**src/rtl/p2s_serializer_if.sv**
```systemverilog
// Word-in / bit-out bus of the parallel-to-serial converter, with producer (master) and serializer (slave) views.
interface p2s_serializer_if #(
  parameter int W = 8
);
  logic         abort;
  logic         in_valid;
  logic         in_ready;
  logic [W-1:0] in_data;
  logic         shift_en;
  logic         sout;
  logic         sout_valid;
  logic         last;
  logic         word_done;

  modport master (
    output abort, in_valid, in_data, shift_en,
    input  in_ready, sout, sout_valid, last, word_done
  );

  modport slave (
    input  abort, in_valid, in_data, shift_en,
    output in_ready, sout, sout_valid, last, word_done
  );
endinterface

```
**src/rtl/p2s_serializer.sv**
```systemverilog
// Parallel-to-serial converter with a one-word hold buffer; first bit reaches sout two cycles after accept.
// in_ready drops while a word waits in the hold buffer; bits advance only on edges with shift_en high.
module p2s_serializer #(
  parameter int   W          = 8,
  parameter bit   MSB_FIRST  = 1'b0,
  parameter logic IDLE_LEVEL = 1'b1
) (
  input  logic            clk,
  input  logic            rst,
  p2s_serializer_if.slave bus
);
  localparam int            CW       = $clog2(W);
  localparam logic [CW-1:0] CNT_LAST = CW'(W - 1);

  typedef enum logic {IDLE = 1'b0, SHIFT = 1'b1} state_t;

  state_t        state, state_nxt;
  logic [W-1:0]  sr, sr_nxt;
  logic [W-1:0]  hbuf, hbuf_nxt;
  logic [W-1:0]  sr_shifted;
  logic [CW-1:0] cnt, cnt_nxt;
  logic          hvalid, hvalid_nxt;
  logic          at_last;
  logic          accept;
  logic          load;

  // The vacated end of the register is refilled with the idle level.
  generate
    if (MSB_FIRST) begin : g_msb_first
      assign sr_shifted = {sr[W-2:0], IDLE_LEVEL};
    end else begin : g_lsb_first
      assign sr_shifted = {IDLE_LEVEL, sr[W-1:1]};
    end
  endgenerate

  assign at_last = (state == SHIFT) && (cnt == CNT_LAST);
  assign accept  = bus.in_valid && !hvalid;
  // Loading on the final-bit edge is what makes back-to-back words gap-free.
  assign load    = hvalid && ((state == IDLE) || (at_last && bus.shift_en));

  always_comb begin
    state_nxt  = state;
    sr_nxt     = sr;
    cnt_nxt    = cnt;
    hbuf_nxt   = hbuf;
    hvalid_nxt = hvalid;
    if (bus.abort) begin
      state_nxt  = IDLE;
      cnt_nxt    = '0;
      hvalid_nxt = 1'b0;
      sr_nxt     = '0;
    end else begin
      if (accept) begin
        hbuf_nxt   = bus.in_data;
        hvalid_nxt = 1'b1;
      end
      if (load) begin
        sr_nxt     = hbuf;
        cnt_nxt    = '0;
        state_nxt  = SHIFT;
        hvalid_nxt = 1'b0;
      end else if ((state == SHIFT) && bus.shift_en) begin
        if (at_last) begin
          state_nxt = IDLE;
          cnt_nxt   = '0;
        end else begin
          cnt_nxt = cnt + CW'(1);
          sr_nxt  = sr_shifted;
        end
      end
    end
  end

  always_ff @(posedge clk or negedge rst) begin
    if (!rst) begin
      state  <= IDLE;
      sr     <= '0;
      cnt    <= '0;
      hbuf   <= '0;
      hvalid <= 1'b0;
    end else begin
      state  <= state_nxt;
      sr     <= sr_nxt;
      cnt    <= cnt_nxt;
      hbuf   <= hbuf_nxt;
      hvalid <= hvalid_nxt;
    end
  end

  assign bus.in_ready   = ~hvalid;
  assign bus.sout       = (state == SHIFT) ? (MSB_FIRST ? sr[W-1] : sr[0]) : IDLE_LEVEL;
  assign bus.sout_valid = (state == SHIFT);
  assign bus.last       = at_last;
  assign bus.word_done  = at_last && bus.shift_en;
endmodule

```
**src/flat_wrapper.sv**
```systemverilog
// flat-port wrapper written by rule: the top's interface ports become plain ports
module p2s_serializer_flat 
#(
  parameter int   W          = 8,
  parameter bit   MSB_FIRST  = 1'b0,
  parameter logic IDLE_LEVEL = 1'b1
)
  (clk, rst, bus_abort, bus_in_valid, bus_in_data, bus_shift_en, bus_in_ready, bus_sout, bus_sout_valid, bus_last, bus_word_done);
  p2s_serializer_if #(.W(W)) bus_i ();
  input  logic clk;
  input  logic rst;
  input wire logic [$bits(bus_i.abort)-1:0] bus_abort;
  input wire logic [$bits(bus_i.in_valid)-1:0] bus_in_valid;
  input wire logic [$bits(bus_i.in_data)-1:0] bus_in_data;
  input wire logic [$bits(bus_i.shift_en)-1:0] bus_shift_en;
  output wire logic [$bits(bus_i.in_ready)-1:0] bus_in_ready;
  output wire logic [$bits(bus_i.sout)-1:0] bus_sout;
  output wire logic [$bits(bus_i.sout_valid)-1:0] bus_sout_valid;
  output wire logic [$bits(bus_i.last)-1:0] bus_last;
  output wire logic [$bits(bus_i.word_done)-1:0] bus_word_done;
  assign bus_i.abort = bus_abort;
  assign bus_i.in_valid = bus_in_valid;
  assign bus_i.in_data = bus_in_data;
  assign bus_i.shift_en = bus_shift_en;
  assign bus_in_ready = bus_i.in_ready;
  assign bus_sout = bus_i.sout;
  assign bus_sout_valid = bus_i.sout_valid;
  assign bus_last = bus_i.last;
  assign bus_word_done = bus_i.word_done;
  p2s_serializer #(.W(W), .MSB_FIRST(MSB_FIRST), .IDLE_LEVEL(IDLE_LEVEL)) u_core (.clk(clk), .rst(rst), .bus(bus_i));
endmodule
```
**config.mk**
```make
export PLATFORM = sky130hd
export DESIGN_NAME = p2s_serializer_flat
export DESIGN_NICKNAME = d
export VERILOG_FILES = /design/src/rtl/p2s_serializer_if.sv /design/src/rtl/p2s_serializer.sv /design/src/flat_wrapper.sv
export SDC_FILE = /design/constraint.sdc
export NUM_CORES = 1
export LEC_CHECK = 0
export BUFFER_PORTS_ARGS = -buffer_cell sky130_fd_sc_hd__clkbuf_2
export CORE_MARGIN = 10
export CORE_UTILIZATION = 45
export DETAILED_ROUTE_END_ITERATION = 10
export GPL_TIMING_DRIVEN = 0
export PLACE_DENSITY = 0.66
export REMOVE_ABC_BUFFERS = 1
export SLEW_MARGIN = 10
export SYNTH_ARGS = -nofsm -noshare
export SYNTH_HDL_FRONTEND = slang
export SYNTH_SLANG_ARGS = --single-unit
```
**constraint.sdc**
```tcl
create_clock -name clk -period 3 [get_ports clk]
set_input_delay 0.15 -clock clk [delete_from_list [all_inputs] [get_ports clk]]
set_output_delay 0.15 -clock clk [all_outputs]
set_load 0.01 [all_outputs]
```
## Word-level counts from Yosys, hierarchy flattened

Index checks and enable logic that the tools add are counted.

- Output and inout port bits: 5
- Word-level logic and storage cells: 40
- Input port bits: 13
- Register bits: 21

- Reductions and logical operators: 13
- Add/sub/neg operators: 1
- Bitwise gates (word level): 3
- Eq/ne operators: 2
- Multiplexer cells: 16

Operators with widths:

| kind | count |
|---|---|
| 8-bit two-way mux | 4 |
| 3-bit two-way mux | 4 |
| 3-bit nonzero test | 3 |
| 1-bit two-way mux | 8 |
| 2-bit AND reduction | 3 |
| 1-bit logical AND | 5 |
| 3-bit by 1-bit adder with 3-bit output (second input constant) | 1 |
| 3-bit equality test (second input constant) | 1 |
| 3-bit != test (second input constant) | 1 |
| 1-bit NOT | 3 |
| 1-bit zero test | 1 |
| 1-bit logical OR | 1 |

## Longest topological paths before layout

- Word-level depth: 7
- Depth in mapped cells: 6
- Mapped depth without buffers: 5

## Worst setup path before layout

Ideal clock, no wire load.

- Path type: register to register
- Start point: register u_core.cnt[0]
- End point: register u_core.sr[0]
- Arrival time: 1.544 ns
- Clock period less this slack: 1.665 ns
- Setup slack: 1.335 ns
- Cell stages (with the launch flop): 6
- Required time: 2.879 ns
- Library setup time: 0.121 ns
- Buffers on the path: 0
- Path through: dfrtp_1 > ha_1 > ha_1 > nand3b_2 > o221a_2 > o22a_1

- Longest elaborated chain between the ends: 7
- Elaborated cells on any way between the ends: 10
- Those cells by class: eq/ne: 2; mux: 2; reduce/logical: 6

RTL lines:

| what | line | RTL |
|---|---|---|
| from (decl) | p2s_serializer.sv:21 | `logic [CW-1:0] cnt, cnt_nxt;` |
| from (signal assigned) | p2s_serializer.sv:84 | `cnt <= cnt_nxt;` |
| 3-bit equality test * | p2s_serializer.sv:36 | `assign at_last = (state == SHIFT) && (cnt == CNT_LAST);` |
| 1-bit logical AND * | p2s_serializer.sv:36 |  |
| 1-bit logical AND | p2s_serializer.sv:39 | `assign load = hvalid && ((state == IDLE) \|\| (at_last && bus.shift_en));` |
| 1-bit logical OR | p2s_serializer.sv:39 |  |
| 1-bit logical AND | p2s_serializer.sv:39 |  |
| 3-bit != test (no source line), or another cell as far along | -- |  |
| 2-bit AND reduction (no source line) or 8-bit two-way mux (tied branches) | -- |  |
| to (signal assigned) | p2s_serializer.sv:83 | `sr <= sr_nxt;` |
| to (decl) | p2s_serializer.sv:18 | `logic [W-1:0] sr, sr_nxt;` |

Mark *: on every way between the ends. The rest lies on a longest branch, timed or not.
A chain may end at the register's enable or synchronous reset.

## Worst setup path in the final report

- Start point: register u_core.cnt[0]
- End point: register u_core.sr[7]

Same word-level chain as after synthesis.

==> results_dict.tcl <==
set metrics [dict create \
    gp_congestion 0.730 \
    fin_nets 118 \
    power.total_uw 585 \
    post_dp_cell_area_mm2 0.00113 \
    hpwlAfterDp_um 1420 \
    p_sw_uw 150 \
    start_kind "register" \
    skew_ns 0.00155 \
    fin_ws_ns 1.07 \
    fin_util_pct 52.9 \
    crit_fanout 16 \
    comb_power_share_pct 19.2 \
    maxSlewViolCount 0 \
    cts-buffers-inserted 3 \
    cts.path.max_buffers 2 \
    htreeDepth 1 \
    num_vias 768 \
    r2r_start "u_core.cnt[0]" \
    cp.required_ns 3.19 \
    die_y_um 68.3 \
    syn_area_mm2 0.00105 \
    syn_area_per_cell_um2 12.2 \
    drt-total-wl_um 1970 \
    holdBufCountCts 1 \
    critPathArrivalTime_ns 2.12 \
    final_layout_size_suffix_gt1_share_pct 37.3 \
    syn_to_final_growth_pct 11.3 \
    tns_ns 0 \
    cts-resized-gates 0 \
    yosys_warnings 0 \
    gr-total-overflow 0 \
    critPathCaptureType "register" \
    drt_iter0_markers 49 \
    status "finished, final reports clean" \
    peakVddDrop_mv 0.278 \
    wl_met3_um 129 \
    fin_area_mm2 0.00117 \
    ys_seq_area_share_pct 50.0 \
    dp.cells 125 \
    grt_pass1_wl_um 3420 \
    path_clk_slew_ns 0.10 \
    fillers 201 \
    post_cts_buffers 0 \
    chipWidth_um 68.3 \
    multi_input_area_um2 477 \
    drv_cap 0 \
    avgViaCountPerCell 5.91 \
    min_period_ns 1.93 \
    cts_sinks 21 \
    worst-slew-pin-transition_ns 0.515 \
    top_layer "met4" \
    ys_ff_latch 21 \
    slew_headroom_pct 65.7 \
    setup_viol 0 \
    holdWs_ns 0.0414 \
    hold_class "in2reg" \
    initial_utilization_pct 47.5 \
    dp_slack_ns 1.09 \
    critPathKind "reg2reg" \
    cts_root_buf "clkbuf_4" \
    ff2ff_path_depth 5 \
    final_cell_mix "dfrtp_1, clkbuf_2, mux2_2" \
    diodes 0 \
    routed-wl-met2_um 967 \
    seq_area_um2 526 \
    rows 17 \
    grt_max_degree 22 \
    grtUsageTotal_pct 9.31 \
    synthCells 86 \
    grt_setup_unrepaired "no" \
    p_int_uw 435 \
    sw_frac_of_total_pct 25.6 \
    crit_path_start "u_core.cnt[0]" \
    instances_no_fill 130 \
    numPortBuffers 17 \
    core_mm2 0.00221 \
    leakage_nw 0.530 \
    clock_latency_ns 0.29 \
    final_common_cell "dfrtp_1" \
    timing.final.crit_share_pct 64.3 \
    p_per_area_mw_per_mm2 500 \
    antenna_found_initial 0 \
    finalHoldViolations 0 \
    fmax_ghz 0.518 \
    ios 18 \
    seqPwrFrac_pct 58.7 \
    reg2reg_slack_ns 1.07 \
    cts_tree "built" \
    drt_first_pass_iters 4 \
    die_area_mm2 0.00467 \
    m1WireLength_um 861 \
    grt_pass1_vias 815 \
    r2r_end "u_core.sr[7]" \
    netlist-cell-type-count 29 \
    drc 0 \
    wl_per_cell_um 15.2 \
    power.share.clock_pct 22.0 \
    ant_nets 0 \
    endpoint "u_core.sr[7]" \
]
[Yosys cell counts]
cell	n	area share (%)
dfrtp_1	21	50
o211ai_2	1	1.2
and3_1	2	1.2
mux2_2	8	8.6
nand2_1	4	1.4
a221oi_1	1	0.83
ha_1	2	2.4
nor2_1	2	0.71
or2_2	1	0.60
o22a_1	7	5.8
buf_4	1	0.71
inv_1	3	1.1
buf_2	2	0.95
buf_6	1	1.1
o221a_1	3	3.2
clkbuf_2	1	0.48
a21oi_1	4	1.9
o221a_2	4	4.3
and2_1	1	0.60
nand2b_1	2	1.2
nand4b_1	1	0.83
nand3b_2	1	1.1
nor3b_1	7	5.0
clkbuf_1	1	0.36
a31o_2	1	0.83
nand3_1	1	0.48
a21bo_2	1	0.95
o21ai_1	1	0.48
a21boi_4	1	1.8
[layer usage]
layer	vias to the layer above	global-route usage (%)
li1	355	-
met1	388	10.1
met5	-	0
met4	0	3.77
met3	2	2.28
met2	23	16.9
[final cells by class]
type	instances	share of cell area, %
Clock buffer	4	2.25
Sequential cell	21	44.9
Inverter	3	0.963
Multi-Input combinational cell	56	40.7
Tap cell	28	2.99
Timing Repair Buffer	18	8.13
[critical path, cell delays in order, from the launching register on]
cell and delay, ns:
dfrtp_1 0.41, ha_1 0.20, ha_1 0.26, a21boi_4 0.43, o21ai_1 0.22, a31o_2 0.29
[sequential cells by signal, indices dropped and copies added (netlist names)]
register and cells:
u_core.sr 8, u_core.cnt 3, u_core.hvalid 1, u_core.hbuf 8
u_core.bus.sout_valid 1
[power by group through the flow]
stage,combinational (mW),sequential (mW),clock (mW)
floorplan,0.0809,0.344,0
global placement,0.110,0.348,0
detailed placement,0.113,0.350,0
CTS,0.114,0.344,0.140
global route,0.127,0.348,0.149
finish,0.113,0.344,0.129
[logic make-up after synthesis]
| kind of cell | synth area share, % |
|---|---|
| adders and majority gates | 2.38 |
| AOI/OAI and AO/OA | 21.3 |
| muxes | 8.57 |
| and+or+nand+nor | 13.1 |
| DFF | 50.0 |
| buffers and inverters | 4.64 |
[worst min path at each step]
stage                         start                     to  slack [ns]  cells after the start
after floorplan                 rst  u_core.bus.sout_valid       -0.15                      0
after global placement          rst         u_core.hbuf[3]        0.15                      1
after detailed placement        rst         u_core.hbuf[4]        0.15                      1
after CTS                 bus_abort  u_core.bus.sout_valid        0.03                      2
after global routing      bus_abort  u_core.bus.sout_valid        0.02                      2
final                     bus_abort  u_core.bus.sout_valid        0.04                      2
No activity file was read; power rests on OpenSTA's default activity.
